## config.mk

```make
export PLATFORM = sky130hd
export DESIGN_NAME = mc_main_ctrl_hs
export DESIGN_NICKNAME = d
export VERILOG_FILES = /design/src/rtl/mc_main_ctrl_hs.sv
export SDC_FILE = /design/constraint.sdc
export NUM_CORES = 1
export LEC_CHECK = 0
export BUFFER_PORTS_ARGS = -buffer_cell sky130_fd_sc_hd__buf_4
export CORE_MARGIN = 4
export CORE_UTILIZATION = 53
export DETAILED_ROUTE_END_ITERATION = 10
export PLACE_DENSITY_LB_ADDON = 0.12
export SYNTH_ARGS = -nofsm -noshare
export SYNTH_HDL_FRONTEND = slang
export SYNTH_SLANG_ARGS = --single-unit
export TNS_END_PERCENT = 5
```

## constraint.sdc

```tcl
create_clock -name clk -period 3.25 [get_ports clk]
set_clock_uncertainty 0.1 [all_clocks]
set_input_delay 0.325 -clock clk [delete_from_list [all_inputs] [get_ports clk]]
set_output_delay 0.325 -clock clk [all_outputs]
set_load 0.02 [all_outputs]
```

## src/rtl/mc_main_ctrl_hs.sv

```systemverilog
// Main control FSM for the multicycle RV32 core with memory handshake, timeout trap and retire pulse.
// Define MULDIV_EN to enable the multi-cycle M-extension path (EXECM/MDWB states).
module mc_main_ctrl_hs #(
    parameter int MEM_TIMEOUT = 15,
    parameter int TMO_W       = 4
) (
    input  logic       clk,
    input  logic       reset,
    input  logic [6:0] op,
    input  logic       funct7_0,
    input  logic       mem_ready,
    input  logic       md_done,
    output logic       mem_req,
    output logic       MemWrite,
    output logic       RegWrite,
    output logic       IRWrite,
    output logic       AdrSrc,
    output logic       PCUpdate,
    output logic       Branch,
    output logic [1:0] ResultSrc,
    output logic [1:0] ALUSrcA,
    output logic [1:0] ALUSrcB,
    output logic [1:0] ALUOp,
    output logic [2:0] ImmSrc,
    output logic       md_start,
    output logic       retire,
    output logic       trap,
    output logic [1:0] trap_cause
);

    typedef enum logic [4:0] {
        S_FETCH, S_DECODE, S_MEMADR, S_JALRADR, S_MEMREAD, S_MEMWRITE, S_MEMWB,
        S_EXECR, S_EXECI, S_EXECM, S_LUI, S_AUIPC, S_JAL, S_BRANCH, S_ALUWB,
        S_MDWB, S_TRAP
    } state_t;

    localparam logic [6:0] OP_LOAD   = 7'b0000011;
    localparam logic [6:0] OP_STORE  = 7'b0100011;
    localparam logic [6:0] OP_JALR   = 7'b1100111;
    localparam logic [6:0] OP_RTYPE  = 7'b0110011;
    localparam logic [6:0] OP_ITYPE  = 7'b0010011;
    localparam logic [6:0] OP_JAL    = 7'b1101111;
    localparam logic [6:0] OP_BRANCH = 7'b1100011;
    localparam logic [6:0] OP_LUI    = 7'b0110111;
    localparam logic [6:0] OP_AUIPC  = 7'b0010111;

    localparam bit             TMO_EN  = (MEM_TIMEOUT != 0);
    localparam logic [TMO_W-1:0] TMO_MAX = TMO_W'(MEM_TIMEOUT);

    state_t           state_q, state_d;
    logic [TMO_W-1:0] tmo_q, tmo_d;
    logic [1:0]       trap_cause_q, trap_cause_d;
    logic             mem_wait;

    always_comb begin
        state_d      = state_q;
        trap_cause_d = trap_cause_q;
        mem_wait     = 1'b0;
        case (state_q)
            S_FETCH:    if (mem_ready) state_d = S_DECODE; else mem_wait = 1'b1;
            S_DECODE: begin
                case (op)
                    OP_LOAD, OP_STORE: state_d = S_MEMADR;
                    OP_JALR:           state_d = S_JALRADR;
                    OP_RTYPE: begin
`ifdef MULDIV_EN
                        state_d = funct7_0 ? S_EXECM : S_EXECR;
`else
                        if (funct7_0) begin
                            state_d      = S_TRAP;
                            trap_cause_d = 2'b01;
                        end else begin
                            state_d = S_EXECR;
                        end
`endif
                    end
                    OP_ITYPE:          state_d = S_EXECI;
                    OP_JAL:            state_d = S_JAL;
                    OP_BRANCH:         state_d = S_BRANCH;
                    OP_LUI:            state_d = S_LUI;
                    OP_AUIPC:          state_d = S_AUIPC;
                    default: begin
                        state_d      = S_TRAP;
                        trap_cause_d = 2'b01;
                    end
                endcase
            end
            S_MEMADR:   state_d = (op == OP_STORE) ? S_MEMWRITE : S_MEMREAD;
            S_JALRADR:  state_d = S_JAL;
            S_MEMREAD:  if (mem_ready) state_d = S_MEMWB; else mem_wait = 1'b1;
            S_MEMWRITE: if (mem_ready) state_d = S_FETCH; else mem_wait = 1'b1;
            S_MEMWB, S_ALUWB, S_BRANCH: state_d = S_FETCH;
            S_EXECR, S_EXECI, S_LUI, S_AUIPC, S_JAL: state_d = S_ALUWB;
`ifdef MULDIV_EN
            S_EXECM:    if (md_done) state_d = S_MDWB;
            S_MDWB:     state_d = S_FETCH;
`endif
            S_TRAP:     state_d = S_TRAP;
            default:    state_d = S_FETCH;
        endcase

        // A ready cycle never reaches this point, so ready at the limit counts as success.
        tmo_d = '0;
        if (mem_wait) begin
            if (TMO_EN && (tmo_q == TMO_MAX)) begin
                state_d      = S_TRAP;
                trap_cause_d = 2'b10;
            end else begin
                tmo_d = tmo_q + 1'b1;
            end
        end
    end

    always_ff @(posedge clk) begin
        if (reset) begin
            state_q      <= S_FETCH;
            tmo_q        <= '0;
            trap_cause_q <= 2'b00;
        end else begin
            state_q      <= state_d;
            tmo_q        <= tmo_d;
            trap_cause_q <= trap_cause_d;
        end
    end

`ifdef MULDIV_EN
    logic md_busy_q, md_busy_d;

    // Busy marks every EXECM cycle after the first, so md_start fires once per launch.
    always_comb md_busy_d = (state_q == S_EXECM) && !md_done;

    always_ff @(posedge clk) begin
        if (reset) md_busy_q <= 1'b0;
        else       md_busy_q <= md_busy_d;
    end

    assign md_start = (state_q == S_EXECM) && !md_busy_q;
`else
    logic unused_md_done;
    assign unused_md_done = md_done;
    assign md_start       = 1'b0;
`endif

    always_comb begin
        mem_req   = 1'b0;
        MemWrite  = 1'b0;
        RegWrite  = 1'b0;
        IRWrite   = 1'b0;
        AdrSrc    = 1'b0;
        PCUpdate  = 1'b0;
        Branch    = 1'b0;
        ResultSrc = 2'b00;
        ALUSrcA   = 2'b00;
        ALUSrcB   = 2'b00;
        ALUOp     = 2'b00;
        ImmSrc    = 3'b000;
        retire    = 1'b0;
        case (state_q)
            S_FETCH: begin
                mem_req   = 1'b1;
                ALUSrcB   = 2'b10;
                ResultSrc = 2'b10;
                IRWrite   = mem_ready;
                PCUpdate  = mem_ready;
            end
            S_DECODE: begin
                ALUSrcA = 2'b01;
                ALUSrcB = 2'b01;
                case (op)
                    OP_BRANCH:        ImmSrc = 3'b010;
                    OP_JAL:           ImmSrc = 3'b011;
                    OP_LUI, OP_AUIPC: ImmSrc = 3'b100;
                    default:          ImmSrc = 3'b000;
                endcase
            end
            S_MEMADR: begin
                ALUSrcA = 2'b10;
                ALUSrcB = 2'b01;
                ImmSrc  = (op == OP_STORE) ? 3'b001 : 3'b000;
            end
            S_JALRADR: begin
                ALUSrcA = 2'b10;
                ALUSrcB = 2'b01;
            end
            S_MEMREAD: begin
                mem_req = 1'b1;
                AdrSrc  = 1'b1;
            end
            S_MEMWRITE: begin
                mem_req  = 1'b1;
                AdrSrc   = 1'b1;
                MemWrite = 1'b1;
                retire   = mem_ready;
            end
            S_MEMWB: begin
                ResultSrc = 2'b01;
                RegWrite  = 1'b1;
                retire    = 1'b1;
            end
            S_EXECR: begin
                ALUSrcA = 2'b10;
                ALUOp   = 2'b10;
            end
            S_EXECI: begin
                ALUSrcA = 2'b10;
                ALUSrcB = 2'b01;
                ALUOp   = 2'b10;
            end
            S_LUI: begin
                ALUSrcA = 2'b11;
                ALUSrcB = 2'b01;
                ImmSrc  = 3'b100;
            end
            S_AUIPC: begin
                ALUSrcA = 2'b01;
                ALUSrcB = 2'b01;
                ImmSrc  = 3'b100;
            end
            S_JAL: begin
                ALUSrcA  = 2'b01;
                ALUSrcB  = 2'b10;
                PCUpdate = 1'b1;
                ImmSrc   = 3'b011;
            end
            S_BRANCH: begin
                ALUSrcA = 2'b10;
                ALUOp   = 2'b01;
                Branch  = 1'b1;
                ImmSrc  = 3'b010;
                retire  = 1'b1;
            end
            S_ALUWB: begin
                RegWrite = 1'b1;
                retire   = 1'b1;
            end
`ifdef MULDIV_EN
            S_EXECM: begin
                ALUSrcA = 2'b10;
            end
            S_MDWB: begin
                ResultSrc = 2'b11;
                RegWrite  = 1'b1;
                retire    = 1'b1;
            end
`endif
            default: ;
        endcase
    end

    assign trap       = (state_q == S_TRAP);
    assign trap_cause = trap_cause_q;

endmodule

```

* Yosys cells after proc, flatten, opt, wreduce, memory -nomap -nowiden
Cells that the tools add are included.
** Word-level totals
- Register bits after elaboration :: 11
- Output and inout port bits :: 23
- Word-level logic and storage cells :: 76
** Operators by class
- $add $sub $neg :: 1
- Equality and inequality tests :: 24
- Multiplexer cells :: 31
- Bitwise logic cells :: 1
- Reduce and logical (&&, ||, !) cells :: 16
** Operator list (number)
- $pmux 5 s8 :: 2
- $eq 5x4->1 const B :: 6
- $mux 5 :: 6
- $eq 7x6->1 const B :: 3
- $eq 7x7->1 const B :: 3
- $eq 5x3->1 const B :: 4
- $pmux 2 s2 :: 4
- $pmux 3 s5 :: 1
- $eq 7x5->1 const B :: 2
- $reduce_or 2->1 :: 7
- $reduce_or 3->1 :: 4
- $eq 5x2->1 const B :: 2
- $mux 1 :: 10
- $reduce_or 5->1 :: 2
- $pmux 3 s3 :: 1
- $mux 2 :: 4
- $reduce_or 8->1 :: 1
- $eq 7x2->1 const B :: 1
- $pmux 2 s3 :: 1
- $reduce_or 6->1 :: 1
- $eq 5x1->1 const B :: 1
- $eq 5x5->1 const B :: 1
- $logic_not 5->1 :: 1
- $add 4x1->4 const B :: 1
- other kinds (3) :: 4

* Depth between registers and ports, before layout
Gate-level depths: netlist of the first run.
- Depth in word-level cells :: 6
- Depth in mapped cells :: 6
- Mapped depth without buffers :: 6

* Worst setup path after synthesis of the first run
No wires, ideal clock.
- Path kind :: register -> output
- Start point :: reg state_q[3]
- End point :: out ImmSrc[0]
- Arrival :: 1.566 ns
- Setup slack :: 1.259 ns
- Cell stages (with the launch flop) :: 6
- Path buffers :: 1
- Cells stage by stage :: dfxtp_1 clkbuf_1 nor2_1 nand3_1 or3_1 o211ai_1
** On the way
- Longest elaborated chain between the ends :: 3
** RTL lines
- from (decl) :: RTL line 50 : state_t state_q, state_d;
- from (signal assigned) :: RTL line 120 : state_q <= state_d;
- $eq 5x4->1 :: RTL line 158 : case (state_q)
- $reduce_or 2->1 (no line)
- $pmux 3 s5 * :: RTL line 158
- to (decl) :: RTL line 24 : output logic [2:0] ImmSrc,
Every way passes the cells marked *; elsewhere a longest branch is shown, timed or not.

* Final worst setup path of the first run
- Start point :: reg state_q[1]
- End point :: out ImmSrc[1]
The elaborated chain is that of the path after synthesis.

==> impl_metrics.yaml, run 1 <==
grt:
  antenna_found_initial: 0
  grt_overflow: 0
  grt_pass1_wl_um: 4620
  grt.total_usage_pct: 21.8
  grt_max_degree: 23
  grt_pass1_vias: 1081
synth:
  synth_area_leaders: "dfxtp_1, nor2_1, a21oi_1, nand2b_1, nor3_1"
  synth_edf_count: 0
  ys_seq_elements: 11
  yosysTopAreaCell: "dfxtp_1"
  netlist_top_cells_count: "nor2_1, a21oi_1, nand2_1"
  netlist.area_leader.share_pct: 21.2
  yosysMostFrequentCell: "nor2_1"
  synth_cell_type_count: 40
  synth_xor_area_share_pct: 1.69
  synth_adder_area_share_pct: 1.20
  synthSimpleGateAreaFrac_pct: 44.8
  synth-main-ff-cell: "dfxtp_1"
  ys.warnings.count: 0
  ys_async_sr_fraction_pct: 0
  syn-cell-area_mm2: 0.00104
  synth_top_family_by_area: "simple AND/OR/NAND/NOR gates"
  syn_area_per_cell_um2: 6.49
  synth_cells: 160
  syn_nets: 173
  synth.mux.area_fraction_pct: 0
  synth_compound_area_share_pct: 24.9
  ys_seq_area_share_pct: 21.2
power_and_ir_drop:
  leakagePower_nw: 0.546
  max-vdd-ir-drop_v: 0.000252
  cellPowerDensity_mw_per_mm2: 301
clock_network:
  clock_sinks: 11
  clock-root-buffer: "clkbuf_4"
  cts_resized: 0
  cts_tree: "yes"
  clkLatencyLatePin_ns: 0.27
  cts_buffers: 3
  ctsHoldBuffers: 0
  post_cts_buffers: 0
  clk_pin_slew_ns: 0.07
  ctsHtreeMaxLevel: 1
  cts.path.max_buffers: 2
place:
  pre_cts_slack_ns: 0.948
  io_buffers: 32
  dp_hpwl_um: 2090
  place_congestion: 0.891
critical_path:
  setup.worst_path.start_class: "flop"
  critical_path_class: "flop to primary output"
  cp_max_fo: 22
  cp-end-kind: "primary output"
  critPathSlowestCell: "dfxtp_1"
  cp.required_ns: 2.82
  reg2reg_depth: 5
  cp_cell_sequence: "nor2_1 -> nand3_1 -> or3_1 -> a21oi_1 -> a31o_2 -> buf_4"
  max_stage_delay_ns: 0.52
  arrival_ns: 2.24
sta:
  rsz0062_at_grt: "no"
  finalSetupTns_ns: 0
  tightest_slew_ns: 0.663
  slew-limit-headroom_pct: 55.7
  min_period_ns: 2.67
  period_share_pct: 82.1
  hold_violations: 0
  setup_violations: 0
  timing.fmax_mhz: 375
  setup_ws_ns: 0.581
  slew_violations: 0
min_path:
  hold_path_class: "input pin to flop"
  holdPathStages: 2
floorplan:
  die_h_um: 52.3
  core.rowCount: 15
  core_area_mm2: 0.00178
  start_util_pct: 58.2
  ios: 35
  die_area_mm2: 0.00273
  die_w_um: 52.3
status:
  status: "complete, no violations"
drt:
  drc: 0
  drt-total-wl_um: 2790
  drt_iter0_markers: 36
  wl_per_cell_um: 13.3
  drtAntennaViolNets: 0
  routed_via_density: 5.90
  firstDrtPassIters: 4
  vias: 1238
finish:
  n_antenna_cell: 0
  area_growth_pct: 24.0
  nNetsFinal: 199
  drive_above_1_share_pct: 22.2
  fill_cells: 170
run:
  maxCapViolCount: 0
-- flip-flops by register name (all words and copies together), names as in the netlist --
signal / flops
trap_cause: 2
state_q: 5
tmo_q: 4
-- layout by cell type (no fill, tap or decap), drive strengths merged, types with 5 or more instances in the layout --
master  netlist  final
buf           2     32
nor2         25     25
a21oi        16     16
nand2        13     13
nor3         11     11
dfxtp        11     11
nand2b        9      9
o21ai         8      8
a211oi        5      5
a31oi         5      5
-- layer usage --
metal,GRT usage [%],wire (um),part of all wire [%]
met5,0,0,0
met4,5.96,42,1.5
met3,5.13,186,6.7
met2,36.8,1350,48
met1,27.5,1210,43
-- area by class of cell --
cell class / instances / area, um2 / area share (%)
multi-input cells: 135 / 758 / 58.9
repair buffers: 32 / 240 / 18.7
flip-flops and latches: 11 / 220 / 17.1
well taps: 25 / 31.3 / 2.43
clock buffers: 4 / 26.3 / 2.04
inverters: 3 / 11.3 / 0.875
-- where the power goes --
part	leakage, nW	internal (mW)	total, mW	switching [mW]
clock	0.0150	0.0476	0.0938	0.0462
combinational	0.442	0.0594	0.137	0.0780
sequential	0.0893	0.141	0.157	0.0160
total	0.546	0.248	0.388	0.140
-- critical path, delay by kind of cell (launching register included) --
| kind | cells | cell delay, ns |
|---|---|---|
| AO/OA/AOI/OAI | 2 | 0.28 |
| buffers and inverters | 1 | 0.13 |
| flip-flops | 1 | 0.52 |
| AND/OR/NAND/NOR | 3 | 1.03 |
-- stage by stage --
stage / total power, mW / instances / area [um2] / hold WS (ns) / utilization [%]
after floorplan: 0.242 / 160 / 1040 / 0.318 / -
after global placement: 0.292 / 206 / 1260 / 0.331 / 70.7
after detailed placement: 0.296 / 206 / 1260 / 0.338 / 70.7
after CTS: 0.386 / 210 / 1290 / 0.188 / 72.2
after global routing: 0.409 / 210 / 1290 / 0.202 / 72.2
final: 0.388 / 210 / 1290 / 0.193 / 72.2
-- path summary, 6_finish.rpt --
path / from / slack (ns) / end
worst max register to register: state_q[1] / 1.24 / state_q[3]
worst min-delay path: reset / 0.19 / trap_cause[1]
worst max-delay path: state_q[1] / 0.58 / ImmSrc[1]
worst min register to register: tmo_q[0] / 0.35 / tmo_q[0]
-- kinds of logic (layout without fill, tap and decap cells) --
logic type               count (synthesis)  count (layout)
AND/OR/NAND/NOR                         88              88
other                                    1               1
buffers and inverters                   14              39
AO/OA/AOI/OAI                           43              43
XOR/XNOR                                 2               2
adder cells (fa/ha/maj)                  1               1
flip-flops                              11              11
Note: power is estimated with default switching activity, not from simulation.
==> run 2, diff against run 1 <==
- CORE_UTILIZATION: 53 -> 45
- clock period: 3.25 -> 2.2 ns (I/O delays scaled with it)
==> run 2 against run 1 <==
Hold slack got worse by 0.11 ns. Count of clock-buffer cells in the layout did not move. Worst setup slack got worse by 0.40 ns. Sequential cell count did not move. First-iteration DRC count did not move. Cell area rose by 5.5%. Non-clock buffer count rose by 9. Utilization fell by 11 points. Largest cell class unchanged.
==> impl_metrics.yaml, run 2 (synthesis gave the netlist of run 1 again) <==
status:
  status: "complete, no violations"
clock_network:
  cts_resized: 0
  cts_tree: "yes"
  clock-root-buffer: "clkbuf_4"
  post_cts_buffers: 0
  cts.path.max_buffers: 2
  clock_sinks: 11
  clkLatencyLatePin_ns: 0.26
  cts_buffers: 3
  ctsHtreeMaxLevel: 1
  ctsHoldBuffers: 0
  clk_pin_slew_ns: 0.07
drt:
  vias: 1246
  drc: 0
  wl_per_cell_um: 12.5
  firstDrtPassIters: 4
  routed_via_density: 5.61
  top_layer: "met3"
  route.met3.wl_um: 152
  drt-total-wl_um: 2770
  met1_length_um: 1290
  drt_iter0_markers: 36
  route.met2.wl_um: 1320
  drtAntennaViolNets: 0
sta:
  timing.fmax_mhz: 495
  setup_violations: 0
  rsz0062_at_grt: "no"
  period_share_pct: 91.8
  whs_ns: 0.0862
  min_period_ns: 2.02
  hold_violations: 0
  slew_violations: 0
  finalSetupTns_ns: 0
grt:
  antenna_found_initial: 0
  grt_pass1_vias: 1086
  grt.total_usage_pct: 17.3
  grt_overflow: 0
  grt_pass1_wl_um: 4680
  grt_max_degree: 22
floorplan:
  core_area_mm2: 0.00221
  die_h_um: 56.0
  ios: 35
  start_util_pct: 46.9
  die_w_um: 56.0
  die_area_mm2: 0.00314
  core.rowCount: 17
finish:
  mostFrequentLayoutCells: "buf_4, nor2_1, a21oi_1"
  regMostFlops: "state_q"
  drive_above_1_share_pct: 25.8
  final_util_pct: 61.4
  largest_register_ffs: 5
  nNetsFinal: 208
  final_common_cell: "buf_4"
  area_growth_pct: 30.8
  n_antenna_cell: 0
  final_cell_count_no_fill: 222
critical_path:
  setup.worst_path.start_class: "flop"
  cp-end-kind: "primary output"
  arrival_ns: 1.70
  cp.required_ns: 1.88
  cp_max_fo: 8
  critical_path_class: "flop to primary output"
min_path:
  hold_path_class: "input pin to flop"
power_and_ir_drop:
  leakagePower_nw: 0.591
  total_power_uw: 587
  cellPowerDensity_mw_per_mm2: 432
  max-vdd-ir-drop_v: 0.000399
place:
  place_congestion: 0.870
  dp.cells: 218
  io_buffers: 32
  dp_hpwl_um: 2150
run:
  maxCapViolCount: 0
[run 2: cell count changes in the layout (fill, tap and decap cells not counted)]
cell and delta:
buf_4 +9
[run 2: area by class of cell]
| type | instances | area (um2) |
|---|---|---|
| clock buffers | 4 | 26.3 |
| well taps | 28 | 35.0 |
| multi-input cells | 135 | 758 |
| fillers | 223 | 853 |
| inverters | 3 | 11.3 |
| flip-flops and latches | 11 | 220 |
| repair buffers | 41 | 308 |
[run 2: worst max-delay path, cell delays in order, from the launching register on]
cell	delay [ns]
dfxtp_1	0.48
nand3_1	0.18
or3_1	0.39
a21oi_1	0.14
a31o_2	0.12
buf_4	0.13
[run 2: per-layer routing]
layer	GRT usage (%)	vias to the layer above
li1	-	643
met1	24.3	567
met2	29.2	36
met3	1.62	0
met4	2.03	0
met5	0	-
[run 2: power by group]
part	internal (mW)	switching, mW
Clock	0.0701	0.0680
Combinational	0.100	0.133
Sequential	0.208	0.00814
Total	0.378	0.209
[run 2: metrics by stage]
stage / area [um2] / worst slack [ns]
after floorplan: 1040 / 0.314
after global placement: 1330 / 0.397
after detailed placement: 1330 / 0.359
after CTS: 1360 / 0.200
after global routing: 1360 / 0.0466
final: 1360 / 0.180
[run 2: final timing paths]
| path | start | endpoint | slack (ns) | cells after the start |
|---|---|---|---|---|
| hold / removal | reset | trap_cause[1] | 0.09 | 2 |
| setup / recovery | state_q[0] | ImmSrc[1] | 0.18 | 5 |
| setup reg to reg | state_q[0] | state_q[3] | 0.45 | 6 |
| hold reg to reg | tmo_q[0] | tmo_q[0] | 0.37 | 1 |
==> run 3, diff against run 2 <==
- CORE_UTILIZATION: 45 -> 25
==> run 3 against run 2 <==
Final cell count increased by 10%. Via count increased by 0.72%. Wire length increased by 13%. Hold slack improved by 0.028 ns. First-iteration DRC count increased by 92%. Utilization decreased by 26 points. Worst setup slack got worse by 0.014 ns. Critical path depth increased by 1. Non-clock buffer count increased by 1. Sequential power about the same. Fmax decreased by 0.68%. Global-route usage decreased by 5.0 points. Critical path type unchanged. Critical endpoint unchanged. Largest power group unchanged.
==> impl_metrics.yaml, run 3 (synthesis gave the netlist of run 1 again) <==
critical_path:
  cp_max_fo: 8
  cp-end-kind: "primary output"
  cp.required_ns: 1.88
  arrival_ns: 1.71
  reg2reg_slack_ns: 0.51
  setup.worst_path.start_class: "flop"
  critical_path_class: "flop to primary output"
drt:
  drt-total-wl_um: 3130
  firstDrtPassIters: 4
  wl_per_cell_um: 12.8
  drt_iter0_markers: 69
  route.met3.wl_um: 183
  drtAntennaViolNets: 0
  route.met2.wl_um: 1420
  drc: 0
  routed_via_density: 5.12
  vias: 1255
  met1_length_um: 1480
  top_layer: "met4"
power_and_ir_drop:
  p_clk_share_pct: 30.9
  max-vdd-ir-drop_v: 0.000241
  p_switching_uw: 219
  leakagePower_nw: 0.604
  cellPowerDensity_mw_per_mm2: 465
  seqPwrFrac_pct: 32.6
  internal_power_uw: 437
  power_frac_comb_pct: 36.5
  swShare_pct: 33.4
sta:
  min_period_ns: 2.03
  period_share_pct: 92.5
  timing.fmax_mhz: 492
  slew_violations: 0
  setup_ws_ns: 0.166
  rsz0062_at_grt: "no"
  hold_violations: 0
  finalSetupTns_ns: 0
  setup_violations: 0
  whs_ns: 0.115
clock_network:
  clk_pin_slew_ns: 0.05
  cts.path.max_buffers: 2
  clkLatencyLatePin_ns: 0.24
  ctsHoldBuffers: 0
  cts_buffers: 3
  clock_sinks: 11
  clock-root-buffer: "clkbuf_8"
  cts_resized: 0
  cts_tree: "yes"
  ctsHtreeMaxLevel: 1
  post_cts_buffers: 0
place:
  dp_hpwl_um: 2450
  dpl_cell_area_mm2: 0.00137
  place_congestion: 0.798
  pre_cts_slack_ns: 0.345
  io_buffers: 32
grt:
  grt_pass1_vias: 1140
  grt_overflow: 0
  grt_max_degree: 22
  grt_pass1_wl_um: 5200
  grt.total_usage_pct: 12.3
  antenna_found_initial: 0
run:
  maxCapViolCount: 0
finish:
  mostFrequentLayoutCells: "buf_4, nor2_1, a21oi_1"
  design_area_mm2: 0.00141
  final_util_pct: 35.3
  nNetsFinal: 209
  drive_above_1_share_pct: 26.2
  n_antenna_cell: 0
  regMostFlops: "state_q"
  final_common_cell: "buf_4"
  fill_cells: 456
  area_growth_pct: 36.0
  largest_register_ffs: 5
status:
  status: "complete, no violations"
floorplan:
  die_area_mm2: 0.00525
  ios: 35
  core_area_mm2: 0.00400
  core.rowCount: 23
  die_w_um: 72.5
  die_h_um: 72.5
  start_util_pct: 26.0
min_path:
  hold_path_class: "input pin to flop"
-- run 3: cell type report --
type / instances / area [um2] / area share, %
sequential: 11 / 220 / 15.6
inverter: 3 / 11.3 / 0.797
clock buffer: 4 / 45.0 / 3.19
tap: 50 / 62.6 / 4.43
timing repair buffer: 42 / 315 / 22.3
multi-input combinational: 135 / 758 / 53.7
-- run 3: final timing paths --
| check | depth (start not counted) | start | to |
|---|---|---|---|
| max | 6 | state_q[3] | ImmSrc[1] |
| min | 2 | reset | trap_cause[1] |
| max reg2reg | 6 | tmo_q[0] | state_q[3] |
| min reg2reg | 1 | tmo_q[0] | tmo_q[0] |
-- run 3: per-layer routing --
layer  vias to the layer above  track usage, %
met5                         -               0
met4                         0            4.30
met3                         5            1.80
met2                        28            19.2
li1                        637               -
met1                       585            17.1
-- run 3: stage by stage --
stage | instances | power (mW)
final | 245 | 0.656
after detailed placement | 241 | 0.458
after global placement | 241 | 0.457
after CTS | 245 | 0.668
after global routing | 245 | 0.699
after floorplan | 160 | 0.358
-- run 3: worst max-delay path, cell delays in order (launching register included) --
cell	delay, ns
dfxtp_1	0.38
nor2_1	0.18
nand3_1	0.14
or3_1	0.38
a21oi_1	0.14
a31o_2	0.12
buf_4	0.13
-- run 3: power groups by stage --
| stage | logic [mW] | registers (mW) | clock network [mW] |
|---|---|---|---|
| after global placement | 0.240 | 0.218 | 0 |
| after CTS | 0.241 | 0.214 | 0.213 |
| final | 0.239 | 0.214 | 0.203 |
| after detailed placement | 0.240 | 0.218 | 0 |
| after floorplan | 0.138 | 0.220 | 0 |
| after global routing | 0.264 | 0.215 | 0.220 |
